File: config.mk
export PLATFORM = sky130hd
export DESIGN_NAME = mem_access_unit
export DESIGN_NICKNAME = d
export VERILOG_FILES = /design/src/rtl/mem_access_unit.sv
export SDC_FILE = /design/constraint.sdc
export NUM_CORES = 1
export LEC_CHECK = 0
export ABC_AREA = 1
export CORE_AREA = 2 2 112 114
export CTS_BUF_LIST = sky130_fd_sc_hd__clkbuf_8
export DETAILED_ROUTE_END_ITERATION = 16
export DIE_AREA = 0 0 114 116
export DONT_BUFFER_PORTS = 1
export PLACE_DENSITY = 0.51
export SYNTH_ARGS = -nofsm -noshare
export SYNTH_HDL_FRONTEND = slang
export SYNTH_SLANG_ARGS = --single-unit
File: constraint.sdc
create_clock -name clk -period 3.65 [get_ports clk]
set_clock_uncertainty 0.2 [all_clocks]
set_input_delay 0.5475 -clock clk [delete_from_list [all_inputs] [get_ports clk]]
set_output_delay 0.5475 -clock clk [all_outputs]
set_load 0.05 [all_outputs]
File: src/rtl/mem_access_unit.sv
// mem_access_unit: MEM pipeline stage plus the MEM/WB pipeline register.
//
// A load or store arriving from EX/MEM drives the data RAM request in the same cycle. The request
// carries byte enables, a word-aligned address and store data replicated across all four lanes.
// While the RAM has not accepted the request, the stage stalls the pipeline. A request that waits
// TIMEOUT_CYCLES stalled cycles is aborted and reported as a bus error. An op that is illegal
// (bad size code or misaligned word) never reaches the RAM and is reported as an address error.
// Non-memory ops pass straight through to WB in one cycle.
//
// Ports
//   clk, rst                  clock; synchronous active-low reset
//   flush                     kill the op currently in MEM
//   mem_read_flag ..          op description from EX/MEM (mem ctrl, store data, ALU result,
//   current_pc_addr_in          writeback ctrl, PC)
//   ram_ready                 RAM accepts the request this cycle
//   ram_en .. ram_write_data  RAM request (combinational)
//   stall_req                 hold everything upstream of MEM/WB this cycle
//   *_out                     MEM/WB register contents, including single-cycle error flags

module mem_access_unit #(
   parameter int unsigned TIMEOUT_CYCLES = 16
) (
   input  logic        clk,
   input  logic        rst,
   input  logic        flush,
   input  logic        mem_read_flag,
   input  logic        mem_write_flag,
   input  logic        mem_sign_ext_flag,
   input  logic [3:0]  mem_sel,
   input  logic [31:0] mem_write_data,
   input  logic [31:0] result_in,
   input  logic        reg_write_en_in,
   input  logic [4:0]  reg_write_addr_in,
   input  logic [31:0] current_pc_addr_in,
   input  logic        ram_ready,
   output logic        ram_en,
   output logic [3:0]  ram_write_en,
   output logic [31:0] ram_addr,
   output logic [31:0] ram_write_data,
   output logic        stall_req,
   output logic        mem_read_flag_out,
   output logic        mem_write_flag_out,
   output logic        mem_sign_ext_flag_out,
   output logic [3:0]  mem_sel_out,
   output logic [31:0] mem_write_data_out,
   output logic [31:0] result_out,
   output logic        reg_write_en_out,
   output logic [4:0]  reg_write_addr_out,
   output logic [31:0] current_pc_addr_out,
   output logic        addr_error_out,
   output logic        bus_error_out
);

   localparam int unsigned CntW = $clog2(TIMEOUT_CYCLES + 1);

   typedef enum logic [0:0] {StIdle, StWait} state_e;

   state_e          state;
   logic [CntW-1:0] wait_cnt;

   logic mem_op;
   logic sel_byte;
   logic sel_word;
   logic illegal;
   logic timeout;

   // RAM request and stall are combinational so an access accepted this cycle
   // is captured into MEM/WB at the same edge the RAM samples it.
   always_comb begin
      mem_op    = mem_read_flag | mem_write_flag;
      sel_byte  = (mem_sel == 4'b0001);
      sel_word  = (mem_sel == 4'b1111);
      illegal   = mem_op & ~(sel_byte | (sel_word & (result_in[1:0] == 2'b00)));
      timeout   = (state == StWait) & (wait_cnt == CntW'(TIMEOUT_CYCLES));
      ram_en    = rst & mem_op & ~illegal & ~flush & ~timeout;
      stall_req = ram_en & ~ram_ready;
      ram_addr  = {result_in[31:2], 2'b00};

      ram_write_en = 4'b0000;
      if (mem_write_flag) begin
         if (sel_word) begin
            ram_write_en = 4'b1111;
         end else if (sel_byte) begin
            ram_write_en = 4'b0001 << result_in[1:0];
         end
      end

      // Byte stores put the byte on every lane; the enables pick the right one.
      ram_write_data = sel_byte ? {4{mem_write_data[7:0]}} : mem_write_data;
   end

   always_ff @(posedge clk) begin
      if (!rst) begin
         state                 <= StIdle;
         wait_cnt              <= '0;
         mem_read_flag_out     <= 1'b0;
         mem_write_flag_out    <= 1'b0;
         mem_sign_ext_flag_out <= 1'b0;
         mem_sel_out           <= 4'b0000;
         mem_write_data_out    <= 32'h0;
         result_out            <= 32'h0;
         reg_write_en_out      <= 1'b0;
         reg_write_addr_out    <= 5'd0;
         current_pc_addr_out   <= 32'h0;
         addr_error_out        <= 1'b0;
         bus_error_out         <= 1'b0;
      end else begin
         // wait_cnt counts stalled cycles of the current request.
         unique case (state)
            StIdle: begin
               if (stall_req) begin
                  state    <= StWait;
                  wait_cnt <= CntW'(1);
               end
            end
            StWait: begin
               // Leaves on acceptance, flush or timeout (all drop stall_req).
               if (timeout || !stall_req) begin
                  state    <= StIdle;
                  wait_cnt <= '0;
               end else begin
                  wait_cnt <= wait_cnt + 1'b1;
               end
            end
         endcase

         // Bubble by default; the cases below overwrite what they keep.
         mem_read_flag_out     <= 1'b0;
         mem_write_flag_out    <= 1'b0;
         mem_sign_ext_flag_out <= 1'b0;
         mem_sel_out           <= 4'b0000;
         mem_write_data_out    <= 32'h0;
         result_out            <= 32'h0;
         reg_write_en_out      <= 1'b0;
         reg_write_addr_out    <= 5'd0;
         current_pc_addr_out   <= 32'h0;
         addr_error_out        <= 1'b0;
         bus_error_out         <= 1'b0;

         if (!(flush || stall_req)) begin
            if (illegal) begin
               addr_error_out      <= 1'b1;
               result_out          <= result_in;
               current_pc_addr_out <= current_pc_addr_in;
            end else if (timeout) begin
               bus_error_out       <= 1'b1;
               current_pc_addr_out <= current_pc_addr_in;
            end else begin
               mem_read_flag_out     <= mem_read_flag;
               mem_write_flag_out    <= mem_write_flag;
               mem_sign_ext_flag_out <= mem_sign_ext_flag;
               mem_sel_out           <= mem_sel;
               mem_write_data_out    <= mem_write_data;
               result_out            <= result_in;
               reg_write_en_out      <= reg_write_en_in;
               reg_write_addr_out    <= reg_write_addr_in;
               current_pc_addr_out   <= current_pc_addr_in;
            end
         end
      end
   end

endmodule

==> results of run 1 <==
-- sequential cells by signal, indices dropped and copies added, names as in the netlist --
name                   flops
mem_sel_out                4
addr_error_out             1
mem_write_data_out        32
state                      1
current_pc_addr_out       32
result_out                32
reg_write_en_out           1
wait_cnt                   5
mem_read_flag_out          1
bus_error_out              1
reg_write_addr_out         5
mem_write_flag_out         1
mem_sign_ext_flag_out      1
-- cell families (layout without fill, tap and decap cells) --
group	after synthesis	after routing
other	1	2
xor gates and xnor gates	1	1
AOI/OAI and AO/OA	35	35
buffers and inverters	146	191
DFF	117	117
and+or+nand+nor	190	190
adders and majority gates	2	2
-- synthesized netlist by cell type --
cell type / n / share of area
dfxtp_1: 117 / 0.54
o31ai_1: 1 / 0.0017
inv_1: 86 / 0.074
ha_1: 2 / 0.0058
xor2_1: 1 / 0.0020
nand4_4: 1 / 0.0049
nor2_2: 82 / 0.12
nor2_1: 40 / 0.035
nand3_4: 2 / 0.0081
nand3_1: 7 / 0.0081
inv_2: 2 / 0.0017
clkbuf_1: 4 / 0.0035
nand3_2: 1 / 0.0023
buf_6: 4 / 0.010
o21ai_0: 26 / 0.030
nor3_1: 1 / 0.0012
clkinv_1: 1 / 0.00086
nor2_4: 1 / 0.0026
buf_8: 5 / 0.017
nand3b_1: 1 / 0.0017
buf_2: 4 / 0.0046
buf_4: 40 / 0.069
nor4_1: 1 / 0.0014
a21oi_1: 8 / 0.0092
nand2_1: 53 / 0.046
conb_1: 1 / 0.00086
-- per-stage QoR --
step	instance area [um^2]	setup slack, ns	instances	hold slack (ns)	total power, uW
2_1_floorplan	4340	0.715	493	0.268	1800
3_3_place_gp	4310	0.883	614	0.288	1730
3_5_place_dp	4310	0.828	614	0.295	1730
4_1_cts	5120	0.816	684	0.0000939	3040
5_1_grt	5130	0.553	685	0.000678	3130
6_report	5130	0.807	685	0.0332	3000
-- worst max-delay path by stage --
stage,cells after the start,to
after floorplan,5,ram_write_data[10]
after global placement,6,ram_write_data[26]
after detailed placement,6,ram_write_data[18]
after CTS,6,ram_write_data[18]
after global routing,5,ram_write_data[17]
final,6,ram_write_data[18]
-- critical path, delay by kind of cell --
kind | cells | cell delay (ns)
compound gates | 1 | 0.12
buf+inv | 3 | 0.92
simple gates | 2 | 0.49
-- cell type report --
cell class | instances | area share
sequential | 117 | 0.457
multi-input combinational | 230 | 0.236
timing repair buffer | 70 | 0.122
inverter | 89 | 0.0652
clock buffer | 18 | 0.0483
clock inverter | 14 | 0.0359
tap | 147 | 0.0359
-- routing by layer --
| layer | global-route usage | vias to the layer above | routed length [um] |
|---|---|---|---|
| met4 | 0.0846 | 0 | 224 |
| met1 | 0.146 | 1320 | 3620 |
| met5 | 0 | - | 0 |
| li1 | - | 1469 | - |
| met2 | 0.267 | 187 | 5200 |
| met3 | 0.0837 | 19 | 1160 |
-- report_power, final --
part / total (uW) / internal [uW] / switching (uW)
clock: 1270 / 755 / 510
sequential: 1480 / 1320 / 161
combinational: 258 / 88.8 / 170
total: 3000 / 2160 / 841
==> summary.txt, run 1 <==
Run status
  • Outcome: complete, no violations

Timing
  • Fmax: 352 MHz
  • Hold Vio Cnt, Final: 0
  • Rel. slew slack: 0.411
  • Fin crit share: 0.779
  • Setup TNS: 0 ns
  • Slew Limit Fails: 0
  • Slew @ Worst Pin: 0.883 ns
  • RSZ-0062 raised after global routing: false
  • Final setup vio count: 0
  • Fin crit period: 2.84 ns

Setup path
  • Startpoint types: input port
  • Critical path's slowest cell: clkinv_1
  • Worst setup path startpoint: mem_sel[1]
  • Max incr delay on CP: 0.67 ns
  • R2R Setup Slk: 1.31 ns
  • CP Class: input port to output port
  • R2r endpoint: result_out[17]
  • Crit path arrival time: roughly 2.1 ns
  • CP required: 2.90 ns
  • Reg2reg start: wait_cnt[1]
  • Max FO, Critical Path: 36
  • Cell count of the worst reg-to-reg path: 9
  • Critical-path cell list: inv_1, nand3_1, clkinv_1, nand2_1, o21ai_1, buf_4
  • CP endpoint kind: output port

Detailed routing
  • Routed Antenna Nets: 0
  • Vias: between 2000 and 3000
  • Drt total wl: 10200 um
  • WL per Instance: 14.9 um
  • DRC Markers: 0
  • Drt first pass iters: 4
  • Initial DRC count: roughly 110
  • DR vias/cell: 4.37

Min path
  • WHS Path Cells: 2
  • Hold Crit Class: input port to register
  • Hold Path End: current_pc_addr_out[30]
  • Min-delay src: current_pc_addr_in[30]

Final layout
  • Final net count: 640
  • Syn-to-layout area delta: 18.1%
  • Most frequent cells in the layout: 117 x dfxtp_1, 86 x inv_1, 82 x nor2_2
  • Filler instances: 1188
  • Share of layout cells above drive strength 1: 0.283
  • Reg area: 0.00234 mm^2
  • Final core occ: 0.430
  • Area occupied by multi-input gates: 0.00121 mm^2
  • Commonest non-fill, non-tap cell in the layout: dfxtp_1
  • Antenna Cells: 0

Placed design
  • Hpwl dp: 7350 um
  • Port bufs: 0
  • RePlAce Congestion: 0.808

Synth
  • Mux contribution to synthesized area: 0
  • Largest family of logic cells by synthesized area: simple AND/OR/NAND/NOR gates
  • Adder-cell share of the synthesized area: 0.00577
  • #FFs+latches synth: 117
  • Simple-gate share of the synthesized area: 0.229
  • Ys Warns: 0
  • Synth Area in XOR/XNOR: 0.00202
  • Synth Cell Area: approximately 0.0043 mm^2
  • Synth Area in Compound Gates: 0.0409
  • Seq/Total Area, Yosys: 0.540
  • Syn avg cell area: 8.82 um^2
  • Mapped Cells: 492
  • Synth cell types: 26

Floorplan
  • Die Wd: roughly 110 um
  • Core box area: 0.0119 mm^2
  • Die Height: 116 um
  • I/O pin count: 294
  • Initial core utilization: 0.364
  • Die area: 0.0132 mm^2
  • Placement Rows: 40

Global route
  • Largest net degree at the start of global routing: between 60 and 70
  • First-pass GRT wire length: 15200 um
  • GRT Overall Usage: 0.154
  • Antenna violations before repair: 0
  • Vias in the first global route: 2998
  • Gr ovfl total: 0

Clocking
  • Max clock buf depth: 2
  • CTS buffer count: 17
  • Clk root buf: clkbuf_8
  • Post-CTS resize count: 0
  • Clock sinks: 117
  • Htree depth: 4
  • Clk_lat worst skew: 0.44 ns
  • CTS tree: yes
  • Clock-pin slew on the worst setup and hold paths: 0.07 ns
  • Hold_buf cts: 38
  • Post-CTS Setup Bufs: 0

Flow run
  • Max-Cap Viols: 0

Pwr
  • Maximum vdd drop: 266 uV
  • Pleak: ~0.0024 uW
  • Pwr Density: just under 600 mW/mm^2
(Power assumes the default switching activity.)
==> inputs of run 2 (changes only) <==
- CORE_AREA: 2 2 112 114 -> 2 2 113 115
- DIE_AREA: 0 0 114 116 -> 0 0 115 117
- clock period: 3.65 -> 2.7 ns (I/O delays scaled with it)
==> run 2 against run 1 <==
Net effect: sequential share of layout area fell by 5.6 points; final cell count increased by 12%; combinational power is 72% higher; first-iteration DRC count is the same; clock power rose by 14%; critical path depth grew 1; non-clock buffer count rose by 77; hold slack gained 0.056 ns; via count grew 11%; total power increased by 30%; final area grew 14%; register-to-register slack got worse by 0.75 ns; critical path type unchanged; largest cell class unchanged.
==> summary.txt, run 2 (synthesized netlist as in run 1, its figures left out) <==
Global route
  • Vias in the first global route: 3259 (+8.7%)
  • GRT Overall Usage: 0.167 (+0.0135)
  • Antenna violations before repair: 0 (unchanged)
  • First-pass GRT wire length: 16600 um (+9.6%)
  • Largest net degree at the start of global routing: 34 (-49%)
  • Gr ovfl total: 0 (unchanged)

Run status
  • Outcome: complete, no violations

Setup path
  • Critical path's slowest cell: dlygate4sd3_1
  • Startpoint types: input port
  • CP required: 2.10 ns (-0.80 ns)
  • Max FO, Critical Path: 6 (-83%)
  • Reg2reg start: wait_cnt[0]
  • Cell count of the worst reg-to-reg path: 9 (unchanged)
  • Max incr delay on CP: 0.54 ns (-0.13 ns)
  • CP Class: input port to output port
  • CP endpoint kind: output port
  • Buf/Inv on CP: 3 (unchanged)
  • CP dominant cell by count: nand2_1
  • Crit path max-delay family: buffers and inverters
  • Critical-path cell list: dlygate4sd3_1, inv_2, nand2_1, nand2_1, nor2_2, nand3_1, inv_1
  • R2R Setup Slk: 0.56 ns (-0.75 ns)
  • Crit path arrival time: 1.94 ns (-0.16 ns)
  • R2r endpoint: current_pc_addr_out[16]

Min path
  • Min-delay src: ram_ready
  • Hold Path End: wait_cnt[0]
  • Hold Crit Class: input port to register
  • WHS Path Cells: 3 (+1)

Final layout
  • Final net count: 717 (+12%)
  • Filler instances: 1103 (-7.2%)
  • Antenna Cells: 0 (unchanged)
  • Reg area: 0.00234 mm^2 (unchanged)
  • Syn-to-layout area delta: 34.7%
  • Largest registers: current_pc_addr_out (32), mem_write_data_out (32), result_out (32)
  • Most frequent cells in the layout: 117 x dfxtp_1, 112 x dlygate4sd3_1, 88 x inv_1
  • Final core occ: 0.475 (+0.0445)
  • Commonest non-fill, non-tap cell in the layout: dfxtp_1
  • Share of layout cells above drive strength 1: 0.250 (-0.0321)
  • Final std cells w/o fill: 765 (+12%)
  • Area occupied by multi-input gates: 0.00121 mm^2 (unchanged)

Detailed routing
  • DR vias/cell: 4.34 (-0.68%)
  • DRC Markers: 0 (unchanged)
  • Drt total wl: 11500 um (+13%)
  • Drt first pass iters: 4 (unchanged)
  • Initial DRC count: 105 (unchanged)
  • Vias: 3322 (+11%)
  • WL per Instance: 15.0 um (+0.89%)
  • Routed Antenna Nets: 0 (unchanged)

Clocking
  • Clk root buf: clkbuf_8
  • CTS buffer count: 17 (unchanged)
  • CTS tree: yes
  • Post-CTS Setup Bufs: 0 (unchanged)
  • Max clock buf depth: 2 (unchanged)
  • Clock-pin slew on the worst setup and hold paths: 0.07 ns (about the same)
  • Clock sinks: 117 (unchanged)
  • Clk_lat worst skew: 0.43 ns (about the same)
  • Htree depth: 4 (unchanged)
  • Post-CTS resize count: 0 (unchanged)

Floorplan
  • Die area: 0.0135 mm^2 (+1.7%)
  • Die Height: 117 um (+0.86%)
  • Core box area: 0.0123 mm^2 (+3.4%)
  • Initial core utilization: 0.353 (-0.0119)
  • I/O pin count: 294 (unchanged)
  • Placement Rows: 41 (+2.5%)
  • Die Wd: 115 um (+0.88%)

Timing
  • RSZ-0062 raised after global routing: false
  • Slew Limit Fails: 0 (unchanged)
  • Fmax: between 300 and 400 MHz
  • Rel. slew slack: 0.504 (+0.0929)
  • Final setup vio count: 0 (unchanged)
  • Slew @ Worst Pin: 0.740 ns (-0.144 ns)
  • Hold Vio Cnt, Final: 0 (unchanged)
  • Fin crit period: ~2.5 ns
  • Setup TNS: 0 ns (unchanged)
  • Fin crit share: 0.942

Pwr
  • Pleak: 0.00275 uW (+13%)
  • Maximum vdd drop: 358 uV (+34%)
  • Pwr Density: 666 mW/mm^2 (+14%)

Placed design
  • Number of cells after detailed placement: 621 (+1.1%)
  • RePlAce Congestion: 0.805 (-0.42%)
  • Port bufs: 0 (unchanged)
  • Hpwl dp: 7550 um (+2.7%)

Flow run
  • Max-Cap Viols: 0 (unchanged)
==> run 2: cell type report <==
cell class,count,area share
clock buffer,20,0.0471
clock inverter,12,0.0150
inverter,89,0.0571
multi-input combinational,230,0.207
sequential,117,0.401
tap,150,0.0321
timing repair buffer,147,0.241
==> run 2: metal layers <==
metal,up-vias,share of wire,track usage
met2,189,0.54,0.312
li1,1620,-,-
met3,23,0.097,0.0844
met1,1490,0.34,0.152
met5,-,0,0
met4,0,0.022,0.0747
==> run 2: repair_timing <==
action                                  CTS  global route
hold buffers                            112             0
hold endpoints to repair                113             0
endpoints found under the setup margin    0             0
==> run 2: worst max path at each step <==
stage	startpoint	to	slack [ns]	cells after the start
5_1_grt	mem_sel[1]	ram_write_data[24]	0.02	6
4_1_cts	mem_write_flag	ram_en	0.14	7
6_report	mem_write_flag	ram_en	0.16	7
3_3_place_gp	mem_sel[1]	ram_write_data[24]	0.25	6
3_5_place_dp	mem_sel[1]	ram_write_data[24]	0.20	6
2_1_floorplan	mem_sel[1]	ram_write_data[10]	0.05	5
==> run 2: tightest hold or removal path: cells and delay by family <==
kind,cells,cell delay (ns)
buffers and inverters,1,0.05
AOI/OAI and AO/OA,1,0.08
and+or+nand+nor,1,0.15
==> run 2: stage by stage <==
step	instance area, um^2	total power (uW)	hold slack, ns	setup WS, ns
global placement	4360	2350	0.282	0.253
finish	5850	3900	0.0894	0.156
floorplan	4340	2430	0.268	0.0503
global route	5850	4070	0.0676	0.0227
CTS	5850	3940	0.0542	0.139
detailed placement	4360	2350	0.286	0.197
==> run 2: report_power, final <==
| group | switching [uW] | leakage (uW) | internal, uW |
|---|---|---|---|
| logic | 253 | 0.00160 | 192 |
| clock network | 670 | 0.000196 | 780 |
| registers | 218 | 0.000955 | 1780 |
| total | 1140 | 0.00275 | 2750 |
